$ cat config.mk
export PLATFORM = sky130hd
export DESIGN_NAME = mem_access_unit
export DESIGN_NICKNAME = d
export VERILOG_FILES = /design/src/rtl/scpu_mem_pkg.sv /design/src/rtl/mem_load_align.sv /design/src/rtl/mem_access_unit.sv
export SDC_FILE = /design/constraint.sdc
export NUM_CORES = 1
export LEC_CHECK = 0
export BUFFER_PORTS_ARGS = -buffer_cell sky130_fd_sc_hd__buf_4
export CAP_MARGIN = 20
export CORE_ASPECT_RATIO = 1.4
export CORE_MARGIN = 2
export CORE_UTILIZATION = 40
export CTS_CLUSTER_DIAMETER = 30
export DETAILED_ROUTE_END_ITERATION = 10
export GPL_TIMING_DRIVEN = 0
export PLACE_DENSITY_LB_ADDON = 0.1
export REMOVE_ABC_BUFFERS = 1
export SYNTH_ARGS = -nofsm -noshare
export SYNTH_HDL_FRONTEND = slang
export SYNTH_SLANG_ARGS = --single-unit
$ cat constraint.sdc
create_clock -name clk -period 3.45 [get_ports clk]
set_input_delay 0.69 -clock clk [delete_from_list [all_inputs] [get_ports clk]]
set_output_delay 0.69 -clock clk [all_outputs]
set_load 0.05 [all_outputs]
$ cat src/rtl/scpu_mem_pkg.sv
// Shared definitions for the SCPU MEM-stage access engine.
// Contents: funct3 load/store codes, FSM state encoding, access-size
// decode helpers, byte-strobe and store-lane replication functions.
package scpu_mem_pkg;

  typedef enum logic [1:0] {
    ST_IDLE = 2'd0,
    ST_BUS  = 2'd1,
    ST_DONE = 2'd2
  } mau_state_t;

  typedef enum logic [1:0] {
    SZ_BYTE = 2'd0,
    SZ_HALF = 2'd1,
    SZ_WORD = 2'd2
  } acc_size_t;

  localparam logic [2:0] F3_LB  = 3'b000;
  localparam logic [2:0] F3_LH  = 3'b001;
  localparam logic [2:0] F3_LW  = 3'b010;
  localparam logic [2:0] F3_LBU = 3'b100;
  localparam logic [2:0] F3_LHU = 3'b101;

  localparam logic [2:0] F3_SB  = 3'b000;
  localparam logic [2:0] F3_SH  = 3'b001;
  localparam logic [2:0] F3_SW  = 3'b010;

  // Loads: LB/LBU are byte, LH/LHU are half, every other code is a word.
  function automatic acc_size_t load_size(input logic [2:0] f3);
    acc_size_t sz;
    case (f3)
      F3_LB, F3_LBU: sz = SZ_BYTE;
      F3_LH, F3_LHU: sz = SZ_HALF;
      default:       sz = SZ_WORD;
    endcase
    return sz;
  endfunction

  // Stores: only SB and SH are narrow, every other code is a word.
  function automatic acc_size_t store_size(input logic [2:0] f3);
    acc_size_t sz;
    case (f3)
      F3_SB:   sz = SZ_BYTE;
      F3_SH:   sz = SZ_HALF;
      default: sz = SZ_WORD;
    endcase
    return sz;
  endfunction

  function automatic logic is_aligned(input acc_size_t sz, input logic [1:0] off);
    logic ok;
    case (sz)
      SZ_BYTE: ok = 1'b1;
      SZ_HALF: ok = ~off[0];
      default: ok = (off == 2'b00);
    endcase
    return ok;
  endfunction

  function automatic logic [3:0] store_strobe(input acc_size_t sz, input logic [1:0] off);
    logic [3:0] strb;
    case (sz)
      SZ_BYTE: strb = 4'b0001 << off;
      SZ_HALF: strb = 4'b0011 << off;
      default: strb = 4'b1111;
    endcase
    return strb;
  endfunction

  // Replicate the store operand across all lanes so the strobes alone pick the bytes.
  function automatic logic [31:0] store_lanes(input acc_size_t sz, input logic [31:0] data);
    logic [31:0] lanes;
    case (sz)
      SZ_BYTE: lanes = {4{data[7:0]}};
      SZ_HALF: lanes = {2{data[15:0]}};
      default: lanes = data;
    endcase
    return lanes;
  endfunction

endpackage

$ cat src/rtl/mem_load_align.sv
// Combinational load aligner: picks the byte/halfword addressed by the low
// address bits out of the bus read word and sign- or zero-extends it.
// Ports:
//   rdata     in  32  raw bus read word
//   offset    in  2   ex_addr[1:0] of the load
//   funct3    in  3   load width/sign code
//   load_data out 32  aligned, extended result
module mem_load_align
  import scpu_mem_pkg::*;
(
  input  logic [31:0] rdata,
  input  logic [1:0]  offset,
  input  logic [2:0]  funct3,
  output logic [31:0] load_data
);

  logic [7:0]  sel_byte;
  logic [15:0] sel_half;

  always_comb begin
    sel_byte = 8'h00;
    case (offset)
      2'd0: sel_byte = rdata[7:0];
      2'd1: sel_byte = rdata[15:8];
      2'd2: sel_byte = rdata[23:16];
      default: sel_byte = rdata[31:24];
    endcase
  end

  // Only offset[1] matters for a halfword; alignment is enforced upstream.
  assign sel_half = offset[1] ? rdata[31:16] : rdata[15:0];

  always_comb begin
    load_data = rdata;
    case (funct3)
      F3_LB:   load_data = {{24{sel_byte[7]}}, sel_byte};
      F3_LBU:  load_data = {24'h000000, sel_byte};
      F3_LH:   load_data = {{16{sel_half[15]}}, sel_half};
      F3_LHU:  load_data = {16'h0000, sel_half};
      default: load_data = rdata;
    endcase
  end

endmodule

$ cat src/rtl/mem_access_unit.sv
// MEM-stage data-memory access engine. Converts the load/store in EX/MEM into
// a data-bus transaction, stalls the upstream pipeline while it runs, then
// presents aligned load data or fault flags for exactly one release cycle.
// Handshake: dbus_req is held high with stable addr/we/wdata/wstrb until a
// cycle in which dbus_ack or dbus_err is high; that cycle completes the
// transfer (dbus_rdata sampled with ack; err wins over ack).
// Ports:
//   clk, rst                      clock, synchronous active-low reset
//   ex_valid/ex_mem_read/ex_mem_write/ex_funct3/ex_addr/ex_wdata  EX/MEM slot
//   mem_stall                     hold upstream pipeline
//   load_valid/load_data          load result (release cycle only)
//   misalign/bus_fault/fault_addr fault report (release cycle only)
//   dbus_req/we/addr/wdata/wstrb  bus request side
//   dbus_ack/dbus_rdata/dbus_err  bus response side
// TIMEOUT_CYCLES must fit the counter: 2**CNT_W > TIMEOUT_CYCLES.
module mem_access_unit
  import scpu_mem_pkg::*;
#(
  parameter int TIMEOUT_CYCLES = 255,
  parameter int CNT_W          = 8
) (
  input  logic        clk,
  input  logic        rst,
  input  logic        ex_valid,
  input  logic        ex_mem_read,
  input  logic        ex_mem_write,
  input  logic [2:0]  ex_funct3,
  input  logic [31:0] ex_addr,
  input  logic [31:0] ex_wdata,
  output logic        mem_stall,
  output logic        load_valid,
  output logic [31:0] load_data,
  output logic        misalign,
  output logic        bus_fault,
  output logic [31:0] fault_addr,
  output logic        dbus_req,
  output logic        dbus_we,
  output logic [31:0] dbus_addr,
  output logic [31:0] dbus_wdata,
  output logic [3:0]  dbus_wstrb,
  input  logic        dbus_ack,
  input  logic [31:0] dbus_rdata,
  input  logic        dbus_err
);

  localparam logic [CNT_W-1:0] CNT_LAST = CNT_W'(TIMEOUT_CYCLES - 1);

  mau_state_t state_q, state_d;

  logic [CNT_W-1:0] cnt_q;
  logic [31:0]      addr_q;
  logic [31:0]      wdata_q;
  logic [31:0]      rdata_q;
  logic [3:0]       wstrb_q;
  logic [2:0]       f3_q;
  logic             we_q;
  logic             load_q;
  logic             mis_q;
  logic             flt_q;

  logic        access;
  acc_size_t   acc_sz;
  logic        acc_aligned;
  logic        timeout;
  logic        bus_done;
  logic        in_done;
  logic [31:0] aligned_data;

  // A set write bit makes the access a store even if the read bit is also set.
  assign access      = ex_valid & (ex_mem_read | ex_mem_write);
  assign acc_sz      = ex_mem_write ? store_size(ex_funct3) : load_size(ex_funct3);
  assign acc_aligned = is_aligned(acc_sz, ex_addr[1:0]);
  assign timeout     = (cnt_q == CNT_LAST);
  assign bus_done    = dbus_ack | dbus_err | timeout;
  assign in_done     = (state_q == ST_DONE);

  always_comb begin
    state_d = state_q;
    case (state_q)
      ST_IDLE: begin
        if (access) state_d = acc_aligned ? ST_BUS : ST_DONE;
      end
      ST_BUS: begin
        if (bus_done) state_d = ST_DONE;
      end
      // DONE always returns to IDLE so the still-present EX/MEM instruction
      // is never accepted a second time.
      default: state_d = ST_IDLE;
    endcase
  end

  always_ff @(posedge clk) begin
    if (!rst) begin
      state_q <= ST_IDLE;
      cnt_q   <= '0;
      addr_q  <= '0;
      wdata_q <= '0;
      rdata_q <= '0;
      wstrb_q <= '0;
      f3_q    <= '0;
      we_q    <= 1'b0;
      load_q  <= 1'b0;
      mis_q   <= 1'b0;
      flt_q   <= 1'b0;
    end else begin
      state_q <= state_d;
      case (state_q)
        ST_IDLE: begin
          if (access) begin
            cnt_q   <= '0;
            addr_q  <= ex_addr;
            we_q    <= ex_mem_write;
            load_q  <= ~ex_mem_write;
            f3_q    <= ex_funct3;
            wstrb_q <= ex_mem_write ? store_strobe(acc_sz, ex_addr[1:0]) : 4'b0000;
            wdata_q <= ex_mem_write ? store_lanes(acc_sz, ex_wdata) : 32'h0;
            rdata_q <= '0;
            mis_q   <= ~acc_aligned;
            flt_q   <= 1'b0;
          end
        end
        ST_BUS: begin
          cnt_q <= cnt_q + CNT_W'(1);
          if (dbus_err || (!dbus_ack && timeout)) begin
            flt_q <= 1'b1;
          end else if (dbus_ack) begin
            rdata_q <= dbus_rdata;
          end
        end
        default: ;
      endcase
    end
  end

  mem_load_align u_align (
    .rdata     (rdata_q),
    .offset    (addr_q[1:0]),
    .funct3    (f3_q),
    .load_data (aligned_data)
  );

  always_comb begin
    mem_stall  = (state_q == ST_BUS) | ((state_q == ST_IDLE) & access);
    dbus_req   = (state_q == ST_BUS);
    dbus_we    = dbus_req & we_q;
    dbus_addr  = dbus_req ? {addr_q[31:2], 2'b00} : 32'h0;
    dbus_wdata = dbus_req ? wdata_q : 32'h0;
    dbus_wstrb = dbus_req ? wstrb_q : 4'b0000;
    load_valid = in_done & load_q & ~mis_q & ~flt_q;
    load_data  = load_valid ? aligned_data : 32'h0;
    misalign   = in_done & mis_q;
    bus_fault  = in_done & flt_q;
    fault_addr = (misalign | bus_fault) ? addr_q : 32'h0;
  end

endmodule

==> summary.md <==
| Metric | Value |
|---|---|
| Status | completed |
| Maximum clock rate | ~300 MHz |
| Synthesis Warnings | 0 |
| CTS root buf | clkbuf_16 |
| Simple-gate portion of the synthesized area | 20.33% |
| Hold Crit Endpoint | wdata_q[17] |
| Final Routed Wirelength | 19.90 mm |
| Register area share after synthesis | a little under two fifths |
| Number of synthesized flops with an enable pin | 0 |
| PwrDens | 429.9 nW/µm² |
| FFs w/ async S/R, synth | 0% |
| Largest family of logic cells by synthesized area | compound AO/OA/AOI/OAI gates |
| Max-cap violations | 0 |
| Cts hold-fix bufs | 0 |
| H-tree lvl count | 4 |
| Drt pass-1 iters | 4 |
| Mapped Cells | 715 |
| Clk Latency, worst-skew pair | ~0.41 ns |
| Rel. slew slack | around 36% |
| Worst-path clk slew | about 0.05 ns |
| R2r startpoint | state_q[0] |
| Cts bufs inserted | 17 |
| Lkg Pwr | 3.636 nW |
| Initial Utilization | between 40 and 50% |
| R2R cell count | 5 |
| Worst R2R End | wdata_q[16] |
| I/O Pins | between 200 and 250 |
| Most common cell in the netlist | dfxtp_1 |
| Mux share of post-synthesis cell area | under 10% |
| Routed Antenna Nets | 0 |
| Final cycle utilization of the critical path | 95.57% |
| Setup violations, final | 0 |
| Net load switching power | around 0.00094 W |
| Syn avg cell area | roughly 8.6 µm² |
| Tmin final | ~3.3 ns |
| Estimated wirelength of the detail-placed design | around 14 mm |
| Slew @ Worst Pin | about 0.96 ns |
| PortBufs | about 240 |
| Finished Core Util | between 50% and 60% |
| Worst Path Required | approximately 2.8 ns |
| Vias in the first global route | approximately 6,000 |
| DRC viols | 0 |
| Combinational Power Share | approximately 13% |
| Diodes inserted | 0 |
| Arrival time at the worst endpoint | 2.61 ns |
| Core footprint | 15,050 µm² |
| HP Class | flop to flop |
| DRT iter0 DRCs | 411 |
| XOR/XNOR Fraction of Synth Area | 0% |
| Initial antenna violation count | 0 |
| FF+latch count, synth | between 100 and 150 |
| Clk_skew | between 0.004 and 0.005 ns |
| Nets | ~1,000 |
| CTS max path bufs | 2 |
| Synth top area share | a little under two fifths |
| GPL Wtd Cong | slightly above 0.8 |
| Fin. max-slew vios | 0 |
| Vias | just over 6,000 |
| Power Internal | ~0.0028 W |
| Unique cell type count in the Yosys netlist | 58 |
| RSZ-0062 raised after global routing | false |
| Post-synth top flop | dfxtp_1 |
| Vias per cell | 5.523 |
| Fin. Hold Viols | 0 |
| Post-synthesis compound-gate area fraction | 24.73% |
| Fin cells | between 1,000 and 1,500 |
| Kind of critical path | flop to output port |
| Synth top area cells | dfxtp_1 (38%), and2_1 (10%), a21oi_1 (4.8%) |
| Die Wd | about 110 µm |
| Die height | 151.0 µm |
| Sw Ratio | between 20% and 30% |
| Crit. End Element | output port |
| Reg-to-reg slack, setup | between 1 and 1.5 ns |
| Most frequent cells after synthesis | dfxtp_1 (117), and2_1 (102), a21oi_1 (59) |
| Clock sink total | between 100 and 150 |
| Hold_sp | wdata_q[17] |
| Share of cells above drive strength 1 | 34.63% |
| Largest area contributor in the netlist | dfxtp_1 |
| Dpl cell area | 8090 µm² |
| Die area | between 15,000 and 20,000 µm² |
| Area Growth Syn to Fin | 40.92% |
| WL/cell | 17.83 µm |
| Clock share of power | between 40% and 50% |
| Largest net degree at the start of global routing | 75 |
| Crit-path max FO | 16 |
| Post-route cell area | about 8700 µm² |
| Cell Rows | 53 |
| Post-synthesis adder-cell area fraction | less than 1% |
| GR Overflow Total | 0 |
| Sequential share of power | 39.2% |
| Worst setup SP type | flop |
| Overall Power | 0.003740 W |
| Post-Place Cells | 1,085 |
| Global-route wire length before repair | 30.95 mm |
| Peak supply drop | between 0.2 and 0.3 mV |
| GR Util All Layers | between 20% and 30% |
| Post-Synthesis Cell Area | around 6000 µm² |
| CTS tree | yes |
| Worst hold path cell count | 1 |
[placed cells by master (no fill, tap or decap), types with 5 or more instances in the layout]
cell | netlist | layout
inv_1 | 36 | 35
clkinv_2 | 0 | 5
nor2_1 | 8 | 7
o21ai_0 | 57 | 57
a21oi_1 | 59 | 58
a22o_1 | 32 | 32
nand2_1 | 14 | 14
mux2_2 | 17 | 17
nand4_1 | 9 | 9
o22ai_1 | 23 | 23
nand3_1 | 42 | 41
clkbuf_16 | 0 | 17
and2_1 | 102 | 102
mux4_2 | 5 | 5
nand2b_1 | 7 | 7
dfxtp_1 | 117 | 116
mux2i_1 | 24 | 24
buf_4 | 5 | 241
o2bb2ai_1 | 24 | 24
[kinds of logic (layout without fill, tap and decap cells)]
| kind of cell | after synthesis | in the layout |
|---|---|---|
| compound gates | 232 | 232 |
| fa+ha+maj | 2 | 2 |
| buf+inv | 107 | 315 |
| flops | 117 | 117 |
| mux | 47 | 47 |
| other cells | 1 | 2 |
| simple gates | 209 | 209 |
[worst max path at each step]
stage / from / end / slack, ns / cells past startpoint
after floorplan: ex_mem_write / mem_stall / -0.06 / 2
after global placement: state_q[0] / rdata_q[2] / -1.70 / 3
after detailed placement: addr_q[1] / load_data[17] / 0.53 / 4
after CTS: f3_q[1] / load_data[17] / 0.08 / 3
after global routing: state_q[1] / load_data[17] / 0.006 / 4
final: state_q[1] / load_data[17] / 0.15 / 4
[worst max-delay path, cell delays in order, from the launching register on]
cell and delay [ns]:
dfxtp_1 0.58, nor4b_4 0.38, nand3_1 0.56, o22ai_1 0.42
buf_4 0.25
[flip-flops by register name, summed over array words and instances (netlist names), 2 cells and up]
signal,flops
state_q,2
wdata_q,32
addr_q,32
wstrb_q,4
f3_q,3
rdata_q,32
cnt_q,8
[per-stage QoR]
step           hold WS (ns)  worst slack [ns]   TNS, ns
2_1_floorplan        0.4242          -0.05666  -0.05666
3_3_place_gp         0.4360            -1.698   -120.17
3_5_place_dp         0.4389            0.5349         0
4_1_cts              0.4567           0.08055         0
5_1_grt              0.4739          0.006299         0
6_report             0.4591            0.1527         0
[layer usage]
| layer | up-vias | wire length [µm] | GRT usage [%] |
|---|---|---|---|
| met5 | - | 0 | 0 |
| met4 | 0 | 467 | 9.615 |
| met3 | 37 | 1442 | 6.713 |
| met2 | 216 | 10190 | 41.27 |
| met1 | 2957 | 7803 | 27.64 |
| li1 | 2954 | - | - |
[power by group through the flow]
stage               registers [W]  logic, W  clock network, W
CTS                       0.00146  0.000476           0.00183
global route              0.00147  0.000516           0.00189
global placement          0.00149  0.000438                 0
finish                    0.00146  0.000475           0.00180
floorplan                 0.00147  0.000251                 0
detailed placement        0.00149  0.000474                 0
[area by class of cell]
cell class                 instances  area [µm²]
clock buffer                      22       474.2
clock inverter                     9       126.4
fill                            1372        6354
inverter                          37       142.6
multi-input combinational        492        3422
sequential                       117        2344
tap                              192       240.2
timing repair buffer             247        1951
[repair_timing]
item | in CTS | in global routing
setup endpoints to repair | 0 | 83
setup buffers | 0 | 0
resized for setup | 0 | 4
Power figures use the tool's default switching activity.
